File: config.mk
export PLATFORM = sky130hd
export DESIGN_NAME = stopwatch_ctrl
export DESIGN_NICKNAME = d
export VERILOG_FILES = /design/src/rtl/stopwatch_ctrl.sv
export SDC_FILE = /design/constraint.sdc
export NUM_CORES = 1
export LEC_CHECK = 0
export CAP_MARGIN = 30
export CORE_MARGIN = 2
export CORE_UTILIZATION = 30
export DETAILED_ROUTE_END_ITERATION = 16
export SKIP_CTS_REPAIR_TIMING = 1
export SLEW_MARGIN = 30
export SYNTH_ARGS = -nofsm -noshare
export SYNTH_HDL_FRONTEND = slang
export SYNTH_SLANG_ARGS = --single-unit
export TNS_END_PERCENT = 1
File: constraint.sdc
create_clock -name clk -period 5 [get_ports clk]
set_clock_uncertainty 0.2 [all_clocks]
set_input_delay 0.5 -clock clk [delete_from_list [all_inputs] [get_ports clk]]
set_output_delay 0.5 -clock clk [all_outputs]
set_load 0.1 [all_outputs]
File: src/rtl/stopwatch_ctrl.sv
// -----------------------------------------------------------------------------
// stopwatch_ctrl
//   Minutes:seconds stopwatch controller with button debounce and an adjust
//   mode. All logic runs on clk; the divider outputs are sampled as levels
//   and turned into single-cycle ticks.
//
// Ports
//   clk        system clock
//   rst        asynchronous, active-high reset
//   clk_1hz    divider level, advances the count in RUN
//   clk_2hz    divider level, advances the selected field in ADJUST
//   clk_4hz    divider level, drives the display blink in ADJUST
//   clk_50hz   divider level, debounce sample strobe
//   btn_pause  raw pause/resume button (active-high)
//   btn_reset  raw clear button (active-high)
//   sw_adj     adjust-mode switch
//   sw_sel     adjust field select: 0 = minutes, 1 = seconds
//   minutes    minutes count 0-59
//   seconds    seconds count 0-59
//   running    high while in RUN
//   blank_min  blank the minutes digits
//   blank_sec  blank the seconds digits
// -----------------------------------------------------------------------------
module stopwatch_ctrl #(
  parameter int DEB_SAMPLES = 3
) (
  input  logic       clk,
  input  logic       rst,
  input  logic       clk_1hz,
  input  logic       clk_2hz,
  input  logic       clk_4hz,
  input  logic       clk_50hz,
  input  logic       btn_pause,
  input  logic       btn_reset,
  input  logic       sw_adj,
  input  logic       sw_sel,
  output logic [5:0] minutes,
  output logic [5:0] seconds,
  output logic       running,
  output logic       blank_min,
  output logic       blank_sec
);

  localparam int            CW      = $clog2(DEB_SAMPLES + 1);
  localparam logic [CW-1:0] DEB_MAX = CW'(DEB_SAMPLES);
  localparam logic [CW-1:0] DEB_PRE = CW'(DEB_SAMPLES - 1);

  typedef enum logic [1:0] {IDLE, RUN, PAUSED, ADJUST} state_e;

  // ---------------------------------------------------------------------------
  // Divider edge detection: previous level registered, tick on 0->1.
  // ---------------------------------------------------------------------------
  logic [3:0] div_q;
  logic       tick_1hz, tick_2hz, tick_4hz, tick_50hz;

  // NOTE: sequential state uses non-blocking assignments so every flop
  // samples the pre-edge value of its neighbours.
  always_ff @(posedge clk or posedge rst) begin
    if (rst) div_q <= '0;
    else     div_q <= {clk_50hz, clk_4hz, clk_2hz, clk_1hz};
  end

  assign tick_1hz  = clk_1hz  & ~div_q[0];
  assign tick_2hz  = clk_2hz  & ~div_q[1];
  assign tick_4hz  = clk_4hz  & ~div_q[2];
  assign tick_50hz = clk_50hz & ~div_q[3];

  // ---------------------------------------------------------------------------
  // Two-flop synchronizers, bit order {sel, adj, reset, pause}.
  // ---------------------------------------------------------------------------
  logic [3:0] sync1_q, sync2_q;
  logic       adj_s, sel_s;

  always_ff @(posedge clk or posedge rst) begin
    if (rst) begin
      sync1_q <= '0;
      sync2_q <= '0;
    end else begin
      sync1_q <= {sw_sel, sw_adj, btn_reset, btn_pause};
      sync2_q <= sync1_q;
    end
  end

  assign adj_s = sync2_q[2];
  assign sel_s = sync2_q[3];

  // ---------------------------------------------------------------------------
  // Debounce: index 0 = pause, 1 = reset. The counter saturates at
  // DEB_SAMPLES, so the DEB_PRE -> DEB_MAX step happens once per press.
  // ---------------------------------------------------------------------------
  logic [CW-1:0] deb_q [2];
  logic [1:0]    press_q;
  logic          pause_p, reset_p;

  // NOTE: the debounce counters are a tiny register array, not a memory, and
  // must be reset so a press interrupted by rst leaves no partial progress.
  always_ff @(posedge clk or posedge rst) begin
    if (rst) begin
      for (int b = 0; b < 2; b++) deb_q[b] <= '0;
      press_q <= '0;
    end else begin
      for (int b = 0; b < 2; b++) begin
        press_q[b] <= 1'b0;
        if (tick_50hz) begin
          if (sync2_q[b]) begin
            if (deb_q[b] != DEB_MAX) deb_q[b] <= deb_q[b] + 1'b1;
            if (deb_q[b] == DEB_PRE) press_q[b] <= 1'b1;
          end else begin
            deb_q[b] <= '0;
          end
        end
      end
    end
  end

  assign pause_p = press_q[0];
  assign reset_p = press_q[1];

  // ---------------------------------------------------------------------------
  // Next state and blink phase.
  // ---------------------------------------------------------------------------
  state_e state_q, state_d;
  logic   blink_q, blink_d;

  // NOTE: every always_comb output gets a default first so no path can
  // leave it unassigned and infer a latch.
  always_comb begin
    state_d = state_q;
    if (adj_s) begin
      state_d = ADJUST;
    end else if (state_q == ADJUST) begin
      state_d = PAUSED;
    end else if (pause_p) begin
      case (state_q)
        IDLE:    state_d = RUN;
        RUN:     state_d = PAUSED;
        PAUSED:  state_d = RUN;
        default: state_d = state_q;
      endcase
    end else if (reset_p) begin
      state_d = IDLE;
    end
    blink_d = (state_d == ADJUST) ? (blink_q ^ tick_4hz) : 1'b0;
  end

  function automatic logic [5:0] inc60(input logic [5:0] v);
    return (v >= 6'd59) ? 6'd0 : v + 6'd1;
  endfunction

  // ---------------------------------------------------------------------------
  // State, counters and registered outputs.
  // ---------------------------------------------------------------------------
  logic [5:0] min_q, sec_q;
  logic       running_q, blank_min_q, blank_sec_q;

  always_ff @(posedge clk or posedge rst) begin
    if (rst) begin
      state_q     <= IDLE;
      min_q       <= '0;
      sec_q       <= '0;
      blink_q     <= 1'b0;
      running_q   <= 1'b0;
      blank_min_q <= 1'b0;
      blank_sec_q <= 1'b0;
    end else begin
      state_q     <= state_d;
      blink_q     <= blink_d;
      running_q   <= (state_d == RUN);
      blank_min_q <= (state_d == ADJUST) && !sel_s && blink_d;
      blank_sec_q <= (state_d == ADJUST) &&  sel_s && blink_d;

      // Clear wins over any tick; a tick in RUN is still counted on the
      // cycle the pause pulse moves the FSM to PAUSED.
      if (reset_p) begin
        min_q <= '0;
        sec_q <= '0;
      end else if (state_q == RUN && tick_1hz) begin
        sec_q <= inc60(sec_q);
        if (sec_q >= 6'd59) min_q <= inc60(min_q);
      end else if (state_q == ADJUST && tick_2hz) begin
        if (sel_s) sec_q <= inc60(sec_q);
        else       min_q <= inc60(min_q);
      end
    end
  end

  assign minutes   = min_q;
  assign seconds   = sec_q;
  assign running   = running_q;
  assign blank_min = blank_min_q;
  assign blank_sec = blank_sec_q;

endmodule
==> results.py <==
metrics = {
    "power": {
        "switching_power_mw": 0.447,
        "power_frac_comb": 0.404,
        "power_leakage_nw": 0.887,
        "intPower_mw": 0.567,
        "finalPower_mw": 1.01,
        "power_frac_seq": 0.386,
        "switching_share": 0.440,
        "clock_power_share": 0.210,
        "p_per_area_nw_per_um2": 516,
        "vdd_drop_max_mv": 0.219,
    },
    "timing": {
        "relSlewSlack": 0.346,
        "drv_slew": 0,
        "period_share": 0.520,
        "finalSetupViolCount": 0,
        "finalHoldViolCount": 0,
        "grt_setup_unrepaired": "false",
        "tightest_slew_ns": 0.977,
        "fin_tns_setup_ns": 0,
        "period_minus_slack_ns": 2.60,
        "fin_hold_ws_ns": 0.150,
        "fmax_mhz": 385,
    },
    "clocking": {
        "cts_buffers": 5,
        "clockBufferDepth": 2,
        "htree_num_levels": 2,
        "clk_latency_ns": 0.29,
        "cts.clk_slew.worst_paths_ns": 0.07,
        "cts_tree": "built",
        "cts-root-buf": "clkbuf_8",
        "cts.sinks": 36,
    },
    "drt": {
        "ant_nets": 0,
        "first_pass_iters": 4,
        "via_per_inst": 4.98,
        "drt_iter0_drc": 40,
        "drc": 0,
        "maxUsedRoutingLayer": "met4",
        "wl_met2_um": 1490,
        "wl_um": 2980,
        "wl_per_cell_um": 12.9,
        "via_count": 1150,
        "drt-met1-wl_um": 1270,
        "wl_met3_um": 187,
    },
    "critical_path": {
        "cp_cell_sequence": "clkdlybuf4s50_1",
        "crit_arrival_ns": 1.90,
        "critPathKind": "reg2out",
        "worstSetupStartpoint": "minutes[3]",
        "crit_fanout": 6,
        "cp-end-kind": "primary output",
        "crit_family": "buffers and inverters",
        "cp_data_required_time_ns": 4.30,
        "startpoint_type": "flip-flop",
        "r2r-start": "seconds[0]",
        "slowest_stage": "clkdlybuf4s50_1",
        "cp.buffers_inverters": 1,
        "max_stage_delay_ns": 1.17,
    },
    "cells_and_area": {
        "diodes": 0,
        "drive_above_1_share": 0.0807,
        "utilization": 0.390,
        "area_growth_pct": 26.3,
        "final_cells": 231,
        "fin_nets": 176,
    },
    "run_status": {
        "outcome": "completed",
    },
    "yosys": {
        "ys_warn_count": 0,
        "synth-main-ff-cell": "dfrtp_1",
        "syn_nets": 147,
        "synthCells": 131,
        "synth-seq-cells": 36,
        "synth_top_area_frac": 0.579,
        "async_reset_ff_frac": 1.00,
        "synthDistinctLibCells": 42,
        "synthesis.area_um2": 1560,
        "synthTopCellsByArea": "dfrtp_1, ha_1, a22o_1",
        "ys_seq_area_frac": 0.579,
        "synth_edf_count": 0,
        "yosysTopAreaCell": "dfrtp_1",
        "syn_avg_cell_area_um2": 11.9,
    },
    "job": {
        "maxCapViolCount": 0,
    },
    "global_route": {
        "grt_overflow": 0,
        "grt_max_degree": 37,
        "grtUsageTotal": 0.114,
        "grt_pass1_vias": 1212,
        "antenna_found_initial": 0,
        "grt_pass1_wl_um": 5340,
    },
    "floorplan": {
        "rows": 26,
        "fp.coreArea_um2": 5040,
        "start_util": 0.308,
        "die_h_um": 76,
        "ios": 25,
        "die_x_um": 76,
        "dieArea_um2": 5780,
    },
    "placed_design": {
        "placedCellCount": 223,
        "port_buffers": 24,
        "gp_congestion": 0.823,
        "dp_hpwl_um": 2230,
    },
    "min_path": {
        "min_from": "sync1_q[2]",
        "hp-class": "reg2reg",
    },
}
[Yosys cell counts, drive strengths merged, types with 2 or more instances]
cell type,count
nor2,7
inv,8
and3,2
o31ai,2
o21ai,4
nor2b,4
a21o,2
and2,5
o211ai,2
o22ai,2
dfrtp,36
nand3,4
nor3,2
a211o,2
nand2b,5
a21oi,3
nand2,6
a41oi,2
clkbuf,2
ha,6
a22o,7
[per-stage QoR]
step / instance area (um^2) / setup WS [ns]
6_report: 1960 / 2.40
5_1_grt: 1960 / 2.33
4_1_cts: 1960 / 2.39
3_5_place_dp: 1870 / 2.50
3_3_place_gp: 1870 / 2.59
2_1_floorplan: 1560 / 2.46
[layout by cell type, fill, tap and decap left out, types with 3 or more instances in the layout]
master and count:
o21ai_0 4, dfrtp_1 36, ha_1 6, and2_1 4, nand2_1 6, a21oi_1 3
nor2_1 7, nand3_1 4, nor2b_1 4, a22o_1 7, clkdlybuf4s50_1 24, inv_1 8
nand2b_1 5, clkbuf_8 6
[worst paths after layout]
| path | to | slack (ns) | cells past startpoint |
|---|---|---|---|
| worst min-delay path | sync2_q[2] | 0.15 | 0 |
| worst min register to register | sync2_q[2] | 0.15 | 0 |
| worst max register to register | minutes[3] | 2.85 | 5 |
| max in group asynchronous | div_q[2] | 3.87 | 3 |
| worst max-delay path | minutes[3] | 2.40 | 1 |
| min in group asynchronous | sync1_q[1] | 0.40 | 3 |
[logic make-up after synthesis]
group           count (synthesis)  synth area share
compound gates                 35             0.174
xor+xnor                        1           0.00563
fa+ha+maj                       6            0.0483
buf+inv                        11            0.0322
flops                          36             0.579
mux                             2            0.0137
simple gates                   40             0.147
[flip-flops by register name (all words and copies together) (netlist names)]
register / flops
minutes: 6
seconds: 6
deb_q: 4
sync1_q: 4
running: 1
state_q: 2
sync2_q: 4
blank_min: 1
div_q: 4
blank_sec: 1
blink_q: 1
press_q: 2
[power by group through the flow]
stage	Sequential [mW]	Combinational [mW]	Clock, mW
final	0.391	0.410	0.213
after global routing	0.401	0.432	0.238
after CTS	0.391	0.413	0.220
after detailed placement	0.397	0.413	0
after global placement	0.393	0.404	0
after floorplan	0.600	0.104	0
[layout make-up]
| cell class | count | area (um^2) |
|---|---|---|
| well taps | 70 | 87.6 |
| clock inverters | 1 | 7.51 |
| multi-input cells | 84 | 604 |
| repair buffers | 25 | 248 |
| inverters | 8 | 30.0 |
| flip-flops and latches | 36 | 901 |
| fillers | 498 | 3080 |
| clock buffers | 7 | 86.3 |
[routing by layer]
layer  GRT usage  up-vias
li1            -      538
met1       0.132      571
met2       0.191       35
met3      0.0486        6
met4      0.0382        0
met5           0        -
Note: power is estimated with default switching activity, not from simulation.
